File: src/rtl/rob_commit_ctrl.sv
// Retirement sequencer: queues 4-wide ROB commit rows and releases nonzero prds to the free list one per cycle.
// Latency: commit-to-free minimum 1 cycle (no bypass); stalls commit when the row FIFO is full or a drain is in progress.
module rob_commit_ctrl #(
    parameter int WIDTH_REG = 7,
    parameter int DEPTH     = 4
) (
    input  logic                       i_clk,
    input  logic                       i_rst,
    input  logic                       i_com_en,
    input  logic [4*WIDTH_REG-1:0]     i_com_prd4x,
    output logic                       o_com_stall,
    output logic [WIDTH_REG-1:0]       o_free_prd,
    output logic                       o_free_val,
    input  logic                       i_free_rdy,
    input  logic                       i_flush,
    output logic                       o_flush_done,
    output logic [$clog2(DEPTH):0]     o_count,
    output logic                       o_ovf
);

    localparam int PW = $clog2(DEPTH);
    localparam int CW = PW + 1;

    typedef enum logic [1:0] {IDLE, RUN, FLUSH, DONE} state_t;

    state_t               r_state, w_state_nxt;
    logic [WIDTH_REG-1:0] r_prd [DEPTH][4];
    logic [3:0]           r_mask [DEPTH];
    logic [PW-1:0]        r_head, r_tail;
    logic [CW-1:0]        r_count, w_count_nxt;
    logic                 r_ovf;
    logic [3:0]           w_in_mask, w_head_mask;
    logic [1:0]           w_sel;
    logic                 w_push, w_xfer, w_pop, w_stall;

    // Slot k is pending only if its prd is nonzero; x0 is never returned.
    always_comb begin
        w_in_mask = 4'b0;
        for (int k = 0; k < 4; k++)
            w_in_mask[k] = (i_com_prd4x[k*WIDTH_REG +: WIDTH_REG] != '0);
    end

    assign w_head_mask = r_mask[r_head];

    // Descending scan so the lowest pending slot wins.
    always_comb begin
        w_sel = 2'd0;
        for (int k = 3; k >= 0; k--)
            if (w_head_mask[k]) w_sel = 2'(k);
    end

    assign w_stall    = (r_count == CW'(DEPTH)) | (r_state == FLUSH) | (r_state == DONE);
    assign o_free_val = (r_count != '0);
    assign w_xfer     = o_free_val & i_free_rdy;
    assign w_pop      = w_xfer & ((w_head_mask & ~(4'b0001 << w_sel)) == 4'b0);
    assign w_push     = i_com_en & ~w_stall & (w_in_mask != 4'b0);
    assign o_free_prd = o_free_val ? r_prd[r_head][w_sel] : '0;

    always_comb begin
        w_count_nxt = r_count;
        if (w_push & ~w_pop)
            w_count_nxt = r_count + CW'(1);
        else if (~w_push & w_pop)
            w_count_nxt = r_count - CW'(1);
    end

    always_comb begin
        w_state_nxt  = r_state;
        o_com_stall  = w_stall;
        o_flush_done = (r_state == DONE);
        case (r_state)
            IDLE: begin
                if (i_flush)
                    w_state_nxt = w_push ? FLUSH : DONE;
                else if (w_push)
                    w_state_nxt = RUN;
            end
            RUN: begin
                // A flush that coincides with the final pop has nothing left to drain.
                if (i_flush)
                    w_state_nxt = (w_count_nxt == '0) ? DONE : FLUSH;
                else if (w_count_nxt == '0)
                    w_state_nxt = IDLE;
            end
            FLUSH: begin
                if (w_count_nxt == '0)
                    w_state_nxt = DONE;
            end
            DONE:    w_state_nxt = IDLE;
            default: w_state_nxt = IDLE;
        endcase
    end

    always_ff @(posedge i_clk) begin
        if (i_rst) begin
            r_state <= IDLE;
            r_head  <= '0;
            r_tail  <= '0;
            r_count <= '0;
            r_ovf   <= 1'b0;
            for (int d = 0; d < DEPTH; d++)
                r_mask[d] <= 4'b0;
        end else begin
            r_state <= w_state_nxt;
            r_count <= w_count_nxt;
            if (i_com_en & w_stall)
                r_ovf <= 1'b1;
            if (w_xfer) begin
                r_mask[r_head][w_sel] <= 1'b0;
                if (w_pop)
                    r_head <= r_head + PW'(1);
            end
            // Push and transfer never target the same row: push needs not-full, transfer needs not-empty.
            if (w_push) begin
                r_mask[r_tail] <= w_in_mask;
                r_tail         <= r_tail + PW'(1);
            end
        end
    end

    always_ff @(posedge i_clk) begin
        if (w_push) begin
            for (int k = 0; k < 4; k++)
                r_prd[r_tail][k] <= i_com_prd4x[k*WIDTH_REG +: WIDTH_REG];
        end
    end

    assign o_count = r_count;
    assign o_ovf   = r_ovf;

endmodule

File: config.mk
export PLATFORM = sky130hd
export DESIGN_NAME = rob_commit_ctrl
export DESIGN_NICKNAME = d
export VERILOG_FILES = /design/src/rtl/rob_commit_ctrl.sv
export SDC_FILE = /design/constraint.sdc
export NUM_CORES = 1
export LEC_CHECK = 0
export BUFFER_PORTS_ARGS = -buffer_cell sky130_fd_sc_hd__buf_4
export CAP_MARGIN = 10
export CORE_AREA = 2 2 113 115
export CTS_CLUSTER_DIAMETER = 200
export DETAILED_ROUTE_END_ITERATION = 16
export DIE_AREA = 0 0 115 117
export PLACE_DENSITY = 0.68
export SYNTH_ARGS = -nofsm -noshare
export SYNTH_HDL_FRONTEND = slang
export SYNTH_SLANG_ARGS = --single-unit
File: constraint.sdc
create_clock -name i_clk -period 6.9 [get_ports i_clk]
set_input_delay 1.035 -clock i_clk [delete_from_list [all_inputs] [get_ports i_clk]]
set_output_delay 1.035 -clock i_clk [all_outputs]
set_load 0.02 [all_outputs]
# Word level (Yosys, flattened, before mapping)
# Memory sizes are Yosys's and may differ from the RTL's. A register that Yosys moved wholly into a read port is not among the register bits.
# Index checks and enable logic that the tools add are counted.
# op_classes
add_sub_neg,4
n_lt_le_gt_ge,3
eq_ne,7
n_shift,1
mux,39
bitwise_logic,15
reduce_logical,14
# op_table
op,n
2-bit two-way mux,15
7-bit nonzero test,4
7-bit two-way mux,3
4-bit two-way mux,4
7-bit binary-select mux with 2-bit select,1
1-bit two-way mux,12
2-bit one-hot mux with 4 select lines,1
4-bit OR reduction,2
1-bit AND,7
3-bit two-way mux,2
3-bit inequality test (second input constant),2
2-bit by 1-bit adder with 2-bit output (second input constant),2
4-bit AND,1
2-bit == test (second input constant),2
4-bit logical NOT,1
4-bit inverter,1
4-bit nonzero test,1
1-bit by 2-bit << shifter with 4-bit output (first input constant),1
3-bit by 1-bit adder with 3-bit output (second input constant),1
3-bit == test (second input constant),1
3-bit >= comparator (second input constant),1
3-bit logical NOT,1
2-bit by 3-bit less-than comparator with 1-bit output (second input constant),1
1-bit inverter,3
12 further kinds,13
# word_totals
reg_bits,10
ram_bits,128
inputBits,33
output_inout_bits,14
wordCells,90
memories,2
# memory_table
memory,depth,width,rd,rd_clocked_by_memory_dff,write_ports,line_no,source
r_prd,4,28,1,1,1,27,logic [WIDTH_REG-1:0] r_prd [DEPTH][4];
r_mask,4,4,1,1,4,28,logic [3:0] r_mask [DEPTH];

# Longest topological paths before layout
# depth
ltp_word,16
ltp_mapped,11
depth_no_buf,9

# Worst setup path before layout
# Ideal clock, no wire load.
# synth_path
path_kind,input to register
start,input port i_com_prd4x[14]
end,"memory r_mask[1][1], enable pin"
setup_time_ns,0.249
arrival_time_ns,3.238
t_required_ns,6.651
path_slack_ns,3.412
cell_stages,6
path_buffers,1
cell_sequence,or4_1 nor4_4 a41oi_2 clkbuf_1 and2_1 a311o_1
# synth_lines
element,line_no,source
"start, declared",10,"input logic [4*WIDTH_REG-1:0] i_com_prd4x,"
"end, declared",28,

==> results.py <==
metrics = {
    "grt": {
        "grt_pass1_vias": 3322,
        "antenna_found_initial": 0,
        "grt_pass1_wl_mm": 18.3,
        "grt-ovfl-total": 0,
        "grt_start_max_net_pins": 33,
        "grtUsageTotal": 0.189,
    },
    "worst_hold_path": {
        "hp-class": "register to register",
        "hold_path_end": "o_ovf",
        "hold_depth": 2,
        "hold_path.startpoint": "o_ovf",
    },
    "cells_and_area": {
        "final_core_util": 0.574,
        "finalNetCount": 448,
        "drive_gt1_frac": 0.288,
        "n_antenna_cell": 0,
        "area_delta_synth_final_pct": 18.4,
        "final_cell_mix": "edfxtp_1, buf_4, nor2_1",
        "layout.cells.most_common": "edfxtp_1",
    },
    "yosys": {
        "yosysUniqueCellTypes": 41,
        "postSynth.asyncResetShare": 0,
        "synth-edff-count": 128,
        "synth_warnings": 0,
        "yosysSeqAreaShare": 0.684,
        "syn-num-nets": 392,
        "synth_area_sq_mm": 0.00597,
        "syn_inst": 352,
        "synth_area_per_cell_sq_um": 17.0,
        "synthFlopType": "edfxtp_1",
        "synth_seq_cells": 140,
    },
    "sta": {
        "setup_violations": 0,
        "period_share": 0.727,
        "clock_skew_ns": 0.00629,
        "drv_slew": 0,
        "worst_slew_pin_slew_ns": 0.994,
        "setup_ws_ns": 1.89,
        "rsz0062_at_grt": "no",
        "relSlewSlack": 0.336,
        "fmax_mhz": 199,
        "finalSetupTns_ns": 0,
        "finalCriticalPeriod_ns": 5.01,
        "final_hold_viol_count": 0,
    },
    "pwr": {
        "max-vdd-ir-drop_mv": 0.196,
        "p_leak_nw": 2.39,
        "power_density_mw_per_mm2": 393,
    },
    "setup_path": {
        "r2r_end": "r_state[0]",
        "worstPathMaxFanout": 32,
        "criticalPathCategory": "register to output pin",
        "critPathBufInv": 1,
        "worstPathRequired_ns": 5.86,
        "worst_path_most_repeated_cell": "mux4_2",
        "startpoint_type": "register",
        "setup.worst_path.end_class": "output pin",
        "reg2regPathDepth": 7,
        "worst_path_dominant_cell_family": "multiplexers",
        "slowest_stage": "dfxtp_2",
        "critPathMaxStageDelay_ns": 0.98,
        "crit_chain": "mux4_2 > nor2b_2 > o21bai_4 > mux4_2 > mux2i_1 > a21oi_1 > buf_4",
        "rrSetupSlack_ns": 3.56,
        "worstPathArrival_ns": 3.98,
    },
    "route": {
        "routedWlPerCell_microns": 20.9,
        "via_per_inst": 5.82,
        "dr.first_iter.drc_count": 261,
        "vias": 3319,
        "antenna_left": 0,
        "route.detailed.drc": 0,
        "drt-total-wl_mm": 11.9,
        "first_pass_iters": 5,
    },
    "cts": {
        "htree_levels": 4,
        "cts_tree": "built",
        "cts.path.max_buffers": 2,
        "clk-insertion-delay-late_ns": 0.41,
        "clk_pin_slew_ns": 0.06,
        "post_cts_buffers": 0,
        "cts_buffers": 17,
        "cts_resized": 0,
        "holdBufCountCts": 0,
        "root_buffer": "clkbuf_16",
        "clock_sinks": 140,
    },
    "floorplanning": {
        "dieArea_sq_mm": 0.0135,
        "coreArea_sq_mm": 0.0123,
        "die_width_microns": 115,
        "ios": 47,
        "start_util": 0.485,
        "num_rows": 41,
        "die_y_microns": 117,
    },
    "placed_design": {
        "gp_congestion": 0.817,
        "placement.io_buffers": 46,
        "place_ws_ns": 2.23,
        "dp_hpwl_mm": 7.79,
    },
    "run_status": {
        "status": "finished, final reports clean",
    },
    "run": {
        "drv_cap": 0,
    },
}
==> state kept, by name (all words and copies together) (netlist names), named ones only <==
register  flops
r_prd       112
r_mask       16
o_count       3
r_head        2
r_state       2
r_tail        2
o_ovf         1
==> synthesized netlist by cell type, types with 2 or more instances <==
library cell	count	area, sq um
mux2i_1	9	90.1
xnor2_1	4	35.0
nor2_1	36	135
dfxtp_1	12	240
o21ai_1	2	10.0
ha_1	7	87.6
o21ai_0	12	60.1
nor3_1	2	10.0
a21oi_1	14	70.1
nor4b_1	3	26.3
inv_1	9	33.8
and2_1	6	37.5
nor4_4	4	85.1
edfxtp_1	128	3840
or4_1	5	37.5
clkbuf_1	9	33.8
buf_6	3	33.8
a211oi_2	2	25.0
nand2b_1	3	18.8
nand4_1	2	12.5
nand2_1	16	60.1
nand3_1	4	20.0
a211oi_1	4	30.0
o221ai_1	7	61.3
mux4_2	32	721
nor4_1	2	12.5
==> cell families after synthesis <==
family / share of synthesized area
flip-flops: 0.684
adder cells (fa/ha/maj): 0.0147
AO/OA/AOI/OAI: 0.0572
buffers and inverters: 0.0184
multiplexers: 0.136
XOR/XNOR: 0.00733
AND/OR/NAND/NOR: 0.0830
==> layout make-up <==
cell class	instances	area [sq um]
clock buffers	18	429
clock inverters	13	174
fillers	940	5240
inverters	9	33.8
multi-input cells	189	1780
flip-flops and latches	140	4090
well taps	150	188
repair buffers	51	383
==> layer usage <==
| layer | share of wire | up-vias | GRT usage |
|---|---|---|---|
| met5 | 0 | - | 0 |
| met2 | 0.49 | 109 | 0.301 |
| met1 | 0.44 | 1680 | 0.257 |
| met4 | 0.010 | 0 | 0.0594 |
| li1 | - | 1521 | - |
| met3 | 0.058 | 9 | 0.0556 |
==> worst max-delay path by stage <==
stage,cells past startpoint,endpoint,slack [ns]
after floorplan,6,r_mask[1][1],3.41
after global placement,7,o_free_prd[0],2.29
after detailed placement,7,o_free_prd[0],2.23
after CTS,7,o_free_prd[0],1.79
after global routing,7,o_free_prd[5],1.61
final,7,o_free_prd[0],1.89
==> metrics by stage <==
step	area [sq um]	instances	power [W]	hold WS, ns
after floorplan	5970	352	0.00165	0.538
after global placement	6470	539	0.00186	0.461
after detailed placement	6470	539	0.00188	0.464
after CTS	7070	570	0.00281	0.487
after global routing	7070	570	0.00290	0.525
final	7070	570	0.00278	0.484
==> worst reg2reg max path: cells and delay by family (launching register included) <==
family | cells | cell delay, ns
AOI/OAI and AO/OA | 4 | 0.98
DFF | 1 | 0.98
muxes | 1 | 0.71
and+or+nand+nor | 2 | 0.55
==> power breakdown <==
| group | switching [W] | internal, W |
|---|---|---|
| sequential | 0.0000823 | 0.00102 |
| clock | 0.000329 | 0.000598 |
| combinational | 0.000407 | 0.000349 |
Note: power is estimated with default switching activity, not from simulation.
